<file path="config.mk">
export PLATFORM = sky130hd
export DESIGN_NAME = modular_exponentiation_flat
export DESIGN_NICKNAME = d
export VERILOG_FILES = /design/src/rtl/modular_exponentiation_if.sv /design/src/rtl/modular_exponentiation.sv /design/src/flat_wrapper.sv
export SDC_FILE = /design/constraint.sdc
export NUM_CORES = 1
export LEC_CHECK = 0
export ABC_AREA = 1
export CAP_MARGIN = 30
export CORE_UTILIZATION = 50
export CTS_CLUSTER_DIAMETER = 200
export DETAILED_ROUTE_END_ITERATION = 6
export MAX_ROUTING_LAYER = met4
export PLACE_DENSITY = 0.81
export SYNTH_ARGS = -nofsm -noshare
export SYNTH_HDL_FRONTEND = slang
export SYNTH_SLANG_ARGS = --single-unit
export TNS_END_PERCENT = 50
</file>
<file path="constraint.sdc">
create_clock -name clk -period 4.4 [get_ports clk]
set_input_delay 0.44 -clock clk [delete_from_list [all_inputs] [get_ports clk]]
set_output_delay 0.44 -clock clk [all_outputs]
set_load 0.005 [all_outputs]
</file>
<file path="src/rtl/modular_exponentiation_if.sv">
// Level ready/done bus between modexp and the modular multiplier stage.
// master = modexp (requester), slave = modmult (responder).
interface modular_exponentiation_if #(
  parameter int WIDTH = 32
);
  logic             mm_ready;
  logic [WIDTH-1:0] mm_base;
  logic [WIDTH-1:0] mm_power;
  logic [WIDTH-1:0] mm_denominator;
  logic             mm_done;
  logic [WIDTH-1:0] mm_result;

  modport master (
    output mm_ready,
    output mm_base,
    output mm_power,
    output mm_denominator,
    input  mm_done,
    input  mm_result
  );

  modport slave (
    input  mm_ready,
    input  mm_base,
    input  mm_power,
    input  mm_denominator,
    output mm_done,
    output mm_result
  );
endinterface

</file>
<file path="src/rtl/modular_exponentiation.sv">
// Right-to-left square-and-multiply modexp over an external modmult stage.
// Optional MODEXP_WATCHDOG_EN bounds each modmult request by TIMEOUT_CYCLES.
module modular_exponentiation #(
  parameter int WIDTH          = 32,
  parameter int TIMEOUT_CYCLES = 4096
) (
  input  logic                      clk,
  input  logic                      reset,
  input  logic                      modexp_ready,
  input  logic [WIDTH-1:0]          base,
  input  logic [WIDTH-1:0]          exponent,
  input  logic [WIDTH-1:0]          modulus,
  output logic                      modexp_done,
  output logic [WIDTH-1:0]          result,
  output logic                      error,
  modular_exponentiation_if.master  mm
);

  localparam logic [3:0] S_IDLE   = 4'd0;
  localparam logic [3:0] S_LOAD   = 4'd1;
  localparam logic [3:0] S_REDUCE = 4'd2;
  localparam logic [3:0] S_CHECK  = 4'd3;
  localparam logic [3:0] S_MUL    = 4'd4;
  localparam logic [3:0] S_SHIFT  = 4'd5;
  localparam logic [3:0] S_SQR    = 4'd6;
  localparam logic [3:0] S_WAIT   = 4'd7;
  localparam logic [3:0] S_REL    = 4'd8;
  localparam logic [3:0] S_DONE   = 4'd9;

  localparam logic [1:0] OP_RED = 2'd0;
  localparam logic [1:0] OP_MUL = 2'd1;
  localparam logic [1:0] OP_SQR = 2'd2;

  logic [3:0]       state;
  logic [1:0]       op;
  logic [WIDTH-1:0] r;
  logic [WIDTH-1:0] b;
  logic [WIDTH-1:0] e;
  logic [WIDTH-1:0] n;
  logic [WIDTH-1:0] e_shr;

  assign e_shr = e >> 1;

`ifdef MODEXP_WATCHDOG_EN
  localparam int CW = $clog2(TIMEOUT_CYCLES) + 1;
  logic [CW-1:0] wd;
  logic          wd_hit;
  assign wd_hit = (wd == CW'(TIMEOUT_CYCLES - 1));
`else
  wire unused_timeout = (TIMEOUT_CYCLES != 0);
`endif

  always_ff @(posedge clk) begin
    if (reset) begin
      state             <= S_IDLE;
      op                <= OP_RED;
      r                 <= '0;
      b                 <= '0;
      e                 <= '0;
      n                 <= '0;
      modexp_done       <= 1'b0;
      result            <= '0;
      error             <= 1'b0;
      mm.mm_ready       <= 1'b0;
      mm.mm_base        <= '0;
      mm.mm_power       <= '0;
      mm.mm_denominator <= '0;
`ifdef MODEXP_WATCHDOG_EN
      wd                <= '0;
`endif
    end else begin
      unique case (state)
        S_IDLE: begin
          if (modexp_ready) begin
            n     <= modulus;
            e     <= exponent;
            b     <= base;
            r     <= WIDTH'(1);
            error <= 1'b0;
            state <= S_LOAD;
          end
        end
        S_LOAD: begin
          if (n == '0) begin
            error       <= 1'b1;
            result      <= '0;
            modexp_done <= 1'b1;
            state       <= S_DONE;
          end else if (n == WIDTH'(1)) begin
            result      <= '0;
            modexp_done <= 1'b1;
            state       <= S_DONE;
          end else begin
            state <= S_REDUCE;
          end
        end
        // REDUCE computes b*1 mod n so every later operand is below n
        S_REDUCE, S_MUL, S_SQR: begin
          mm.mm_ready       <= 1'b1;
          mm.mm_base        <= (state == S_MUL) ? r : b;
          mm.mm_power       <= (state == S_REDUCE) ? WIDTH'(1) : b;
          mm.mm_denominator <= n;
          op    <= (state == S_REDUCE) ? OP_RED :
                   (state == S_MUL)    ? OP_MUL : OP_SQR;
          state <= S_WAIT;
`ifdef MODEXP_WATCHDOG_EN
          wd    <= '0;
`endif
        end
        S_WAIT: begin
`ifdef MODEXP_WATCHDOG_EN
          wd <= wd + CW'(1);
          if (wd_hit) begin
            mm.mm_ready <= 1'b0;
            error       <= 1'b1;
            result      <= '0;
            modexp_done <= 1'b1;
            state       <= S_DONE;
          end else
`endif
          if (mm.mm_done) begin
            mm.mm_ready <= 1'b0;
            if (op == OP_MUL) r <= mm.mm_result;
            else              b <= mm.mm_result;
            state <= S_REL;
          end
        end
        S_REL: begin
`ifdef MODEXP_WATCHDOG_EN
          wd <= wd + CW'(1);
          if (wd_hit) begin
            error       <= 1'b1;
            result      <= '0;
            modexp_done <= 1'b1;
            state       <= S_DONE;
          end else
`endif
          if (!mm.mm_done) begin
            state <= (op == OP_MUL) ? S_SHIFT : S_CHECK;
          end
        end
        S_CHECK: begin
          if (e == '0) begin
            result      <= r;
            modexp_done <= 1'b1;
            state       <= S_DONE;
          end else if (e[0]) begin
            state <= S_MUL;
          end else begin
            state <= S_SHIFT;
          end
        end
        // the square after the top exponent bit is never needed
        S_SHIFT: begin
          e     <= e_shr;
          state <= (e_shr == '0) ? S_CHECK : S_SQR;
        end
        S_DONE: begin
          if (!modexp_ready) begin
            modexp_done <= 1'b0;
            state       <= S_IDLE;
          end
        end
        default: state <= S_IDLE;
      endcase
    end
  end

endmodule

</file>
<file path="src/flat_wrapper.sv">
// flat-port wrapper written by rule: the top's interface ports become plain ports
module modular_exponentiation_flat 
#(
  parameter int WIDTH          = 32,
  parameter int TIMEOUT_CYCLES = 4096
)
  (clk, reset, modexp_ready, base, exponent, modulus, modexp_done, result, error, mm_mm_ready, mm_mm_base, mm_mm_power, mm_mm_denominator, mm_mm_done, mm_mm_result);
  modular_exponentiation_if #(.WIDTH(WIDTH)) mm_i ();
  input  logic clk;
  input  logic reset;
  input  logic modexp_ready;
  input  logic [WIDTH-1:0] base;
  input  logic [WIDTH-1:0] exponent;
  input  logic [WIDTH-1:0] modulus;
  output logic modexp_done;
  output logic [WIDTH-1:0] result;
  output logic error;
  output wire logic [$bits(mm_i.mm_ready)-1:0] mm_mm_ready;
  output wire logic [$bits(mm_i.mm_base)-1:0] mm_mm_base;
  output wire logic [$bits(mm_i.mm_power)-1:0] mm_mm_power;
  output wire logic [$bits(mm_i.mm_denominator)-1:0] mm_mm_denominator;
  input wire logic [$bits(mm_i.mm_done)-1:0] mm_mm_done;
  input wire logic [$bits(mm_i.mm_result)-1:0] mm_mm_result;
  assign mm_mm_ready = mm_i.mm_ready;
  assign mm_mm_base = mm_i.mm_base;
  assign mm_mm_power = mm_i.mm_power;
  assign mm_mm_denominator = mm_i.mm_denominator;
  assign mm_i.mm_done = mm_mm_done;
  assign mm_i.mm_result = mm_mm_result;
  modular_exponentiation #(.WIDTH(WIDTH), .TIMEOUT_CYCLES(TIMEOUT_CYCLES)) u_core (.clk(clk), .reset(reset), .modexp_ready(modexp_ready), .base(base), .exponent(exponent), .modulus(modulus), .modexp_done(modexp_done), .result(result), .error(error), .mm(mm_i));
endmodule
</file>
==> flow_summary.yaml <==
run_status:
  status: "finished, final reports clean"
logic_synthesis:
  avgSynthCellArea_sq_um: 7.28
  ys_seq_elements: 265
  ys_types: 26
  synth_area_sq_um: 10600
  ys_seq_area_share_pct: 49.9
  yosysWarnings: 0
  syn_inst: 1459
  synth_nets: 1591
clock_network:
  clockBufferDepth: 3
  post_cts_buffers: 0
  cts_resized: 0
  cts_hold_buf: 0
  cts.clk_slew.worst_paths_ns: 0.06
  clock_latency_ns: 0.53
  cts_buffers: 26
  clock_sinks: 265
  cts_root_buf: "clkbuf_16"
  htreeDepth: 1
  tritoncts: "yes"
placement:
  gp_congestion: 0.926
  io_buffers: 262
  hpwlAfterDp_um: 21000
  place_ws_ns: 1.17
  dpl_cell_area_sq_um: 13300
setup_path:
  arrival_ns: 3.76
  r2r_cells: 8
  r2r-end: "u_core.e[2]"
  critPathCaptureType: "flop"
  crit_fanout: 62
  r2r_slack_ns: 1.08
  path_class: "flop to flop"
  timing.rr.start: "u_core.state[1]"
  worst_setup_path_start_kind: "flop"
  critPathRequiredTime_ns: 4.84
  cp-startpoint: "u_core.state[1]"
final_layout:
  layout_common_cells: "303 x nand2_1, 265 x dfxtp_1, 262 x clkdlybuf4s50_1, 231 x nor2_1, 218 x o21ai_0"
  area_growth_pct: 34.3
  antenna_cells: 0
  drive_above_1_share_pct: 4.49
  final_common_cell: "nand2_1"
  fin_area_sq_um: 14300
  fin_nets: 1783
hold_path:
  whs_path_depth: 2
  min_from: "u_core.op[0]"
  hold_end: "u_core.op[0]"
  hold_path_class: "flop to flop"
run:
  maxCapViolCount: 0
sta:
  setup_viol: 0
  holdWs_ns: 0.469
  maxSlewViolCount: 0
  hold_viol_final: 0
  rsz0062_at_grt: "false"
  min_period_over_period_pct: 75.5
  min_period_ns: 3.32
  tns_ns: 0
  relSlewSlack_pct: 35.1
  worst_slew_pin_slew_ns: 0.973
  fmax_mhz: 301
  fin_skew_ns: 0.0106
  layout_setup_ws_ns: 1.08
grt:
  grt_use_total_pct: 29.4
  grt_max_degree: 122
  grt_pass1_vias: 10200
  overflow: 0
  grt_antenna_before_repair: 0
  grt_pass1_wl_um: 50700
pwr:
  p_leak_nw: 5.74
  peakVddDrop_mv: 0.414
  p_total_mw: 10.3
  cellPowerDensity_nw_per_um2: 722
floorplan:
  dieArea_sq_um: 21800
  initial_core_util_pct: 51.7
  core_sq_um: 20600
  io-pin-count: 263
  rows: 52
  fp.dieH_um: 148
  die_w_um: 148
route:
  wl_um: 32000
  drc: 0
  avgRoutedWirePerCell_um: 16.5
  routed_via_density: 5.62
  drtIter0Drc: 940
  drt_pass1_iterations: 5
  vias: 10900
  antenna_left: 0
cell type report:
cell class,count,area (sq um)
clock buffer,35,756
tap,270,338
sequential,265,5310
multi-input combinational,1056,4770
clock inverter,12,213
timing repair buffer,277,2790
fill,1713,6290
inverter,25,96.3
critical path: stages, from the launching register on:
cell     delay, ns
dfxtp_1       0.39
nor2_4        0.45
inv_2         0.12
nor2_4        0.63
nand2_2       0.61
nand2_1       0.18
buf_4         0.45
o21ai_0       0.18
a31oi_1       0.21
power breakdown:
part,leakage (nW),internal [mW],switching (mW)
Sequential,2.17,3.34,0.671
Combinational,3.09,1.64,2.15
Clock,0.477,1.55,0.938
Total,5.74,6.54,3.76
registers in the layout (all words and copies together) (netlist names):
| register | cells |
|---|---|
| u_core.modexp_done | 1 |
| u_core.mm.mm_denominator | 32 |
| u_core.e | 32 |
| u_core.r | 32 |
| u_core.error | 1 |
| u_core.state | 4 |
| u_core.mm.mm_ready | 1 |
| u_core.b | 32 |
| u_core.op | 2 |
| u_core.mm.mm_power | 32 |
| u_core.result | 32 |
| u_core.mm.mm_base | 32 |
| u_core.n | 32 |
logic make-up after synthesis:
| kind of cell | after synthesis | share of synthesized area [%] |
|---|---|---|
| buffers and inverters | 138 | 5.30 |
| and+or+nand+nor | 619 | 23.3 |
| DFF | 265 | 49.9 |
| AOI/OAI and AO/OA | 437 | 21.5 |
worst max path at each step:
stage | end | slack, ns | cells past startpoint
4_1_cts | u_core.e[2] | 1.13 | 8
2_1_floorplan | u_core.b[11] | 2.78 | 12
6_report | u_core.e[2] | 1.08 | 8
3_3_place_gp | u_core.b[7] | 1.29 | 7
3_5_place_dp | u_core.e[29] | 1.17 | 8
5_1_grt | u_core.e[2] | 0.78 | 8
metal layers:
metal / vias up / part of all wire (%) / routed length (um) / global-route usage, %
li1: 5263 / - / - / -
met1: 5096 / 43 / 13700 / 38.2
met2: 474 / 45 / 14400 / 45.5
met3: 79 / 8.6 / 2760 / 4.85
met4: 0 / 3.7 / 1170 / 11.8
met5: - / 0 / 0 / -
Yosys cell counts:
library cell  number  area share [%]
a211oi_1           2            0.14
a21oi_1          139             6.5
a31oi_1           64             3.8
buf_1              7            0.25
buf_2             26             1.2
buf_4              1           0.071
buf_6              1            0.11
clkbuf_1          77             2.7
clkbuf_2           1           0.047
clkinv_1           2           0.071
dfxtp_1          265              50
inv_1             17            0.60
inv_2              6            0.21
nand2_1          304              11
nand2_2            2            0.12
nand2_4            1            0.11
nand3_1           72             3.4
nand3b_1           1           0.071
nand4_1            1           0.059
nor2_1           231             8.2
nor2_4             3            0.32
nor2_8             1            0.19
nor3_1             3            0.14
o211ai_2           1            0.12
o21ai_0          218              10
o21ai_1           13            0.61
stage by stage:
stage	utilization, %	cells
global placement	64.4	1891
finish	69.4	1940
CTS	69.4	1940
floorplan	-	1459
global route	69.4	1940
detailed placement	64.7	1893
(Power assumes the default switching activity.)
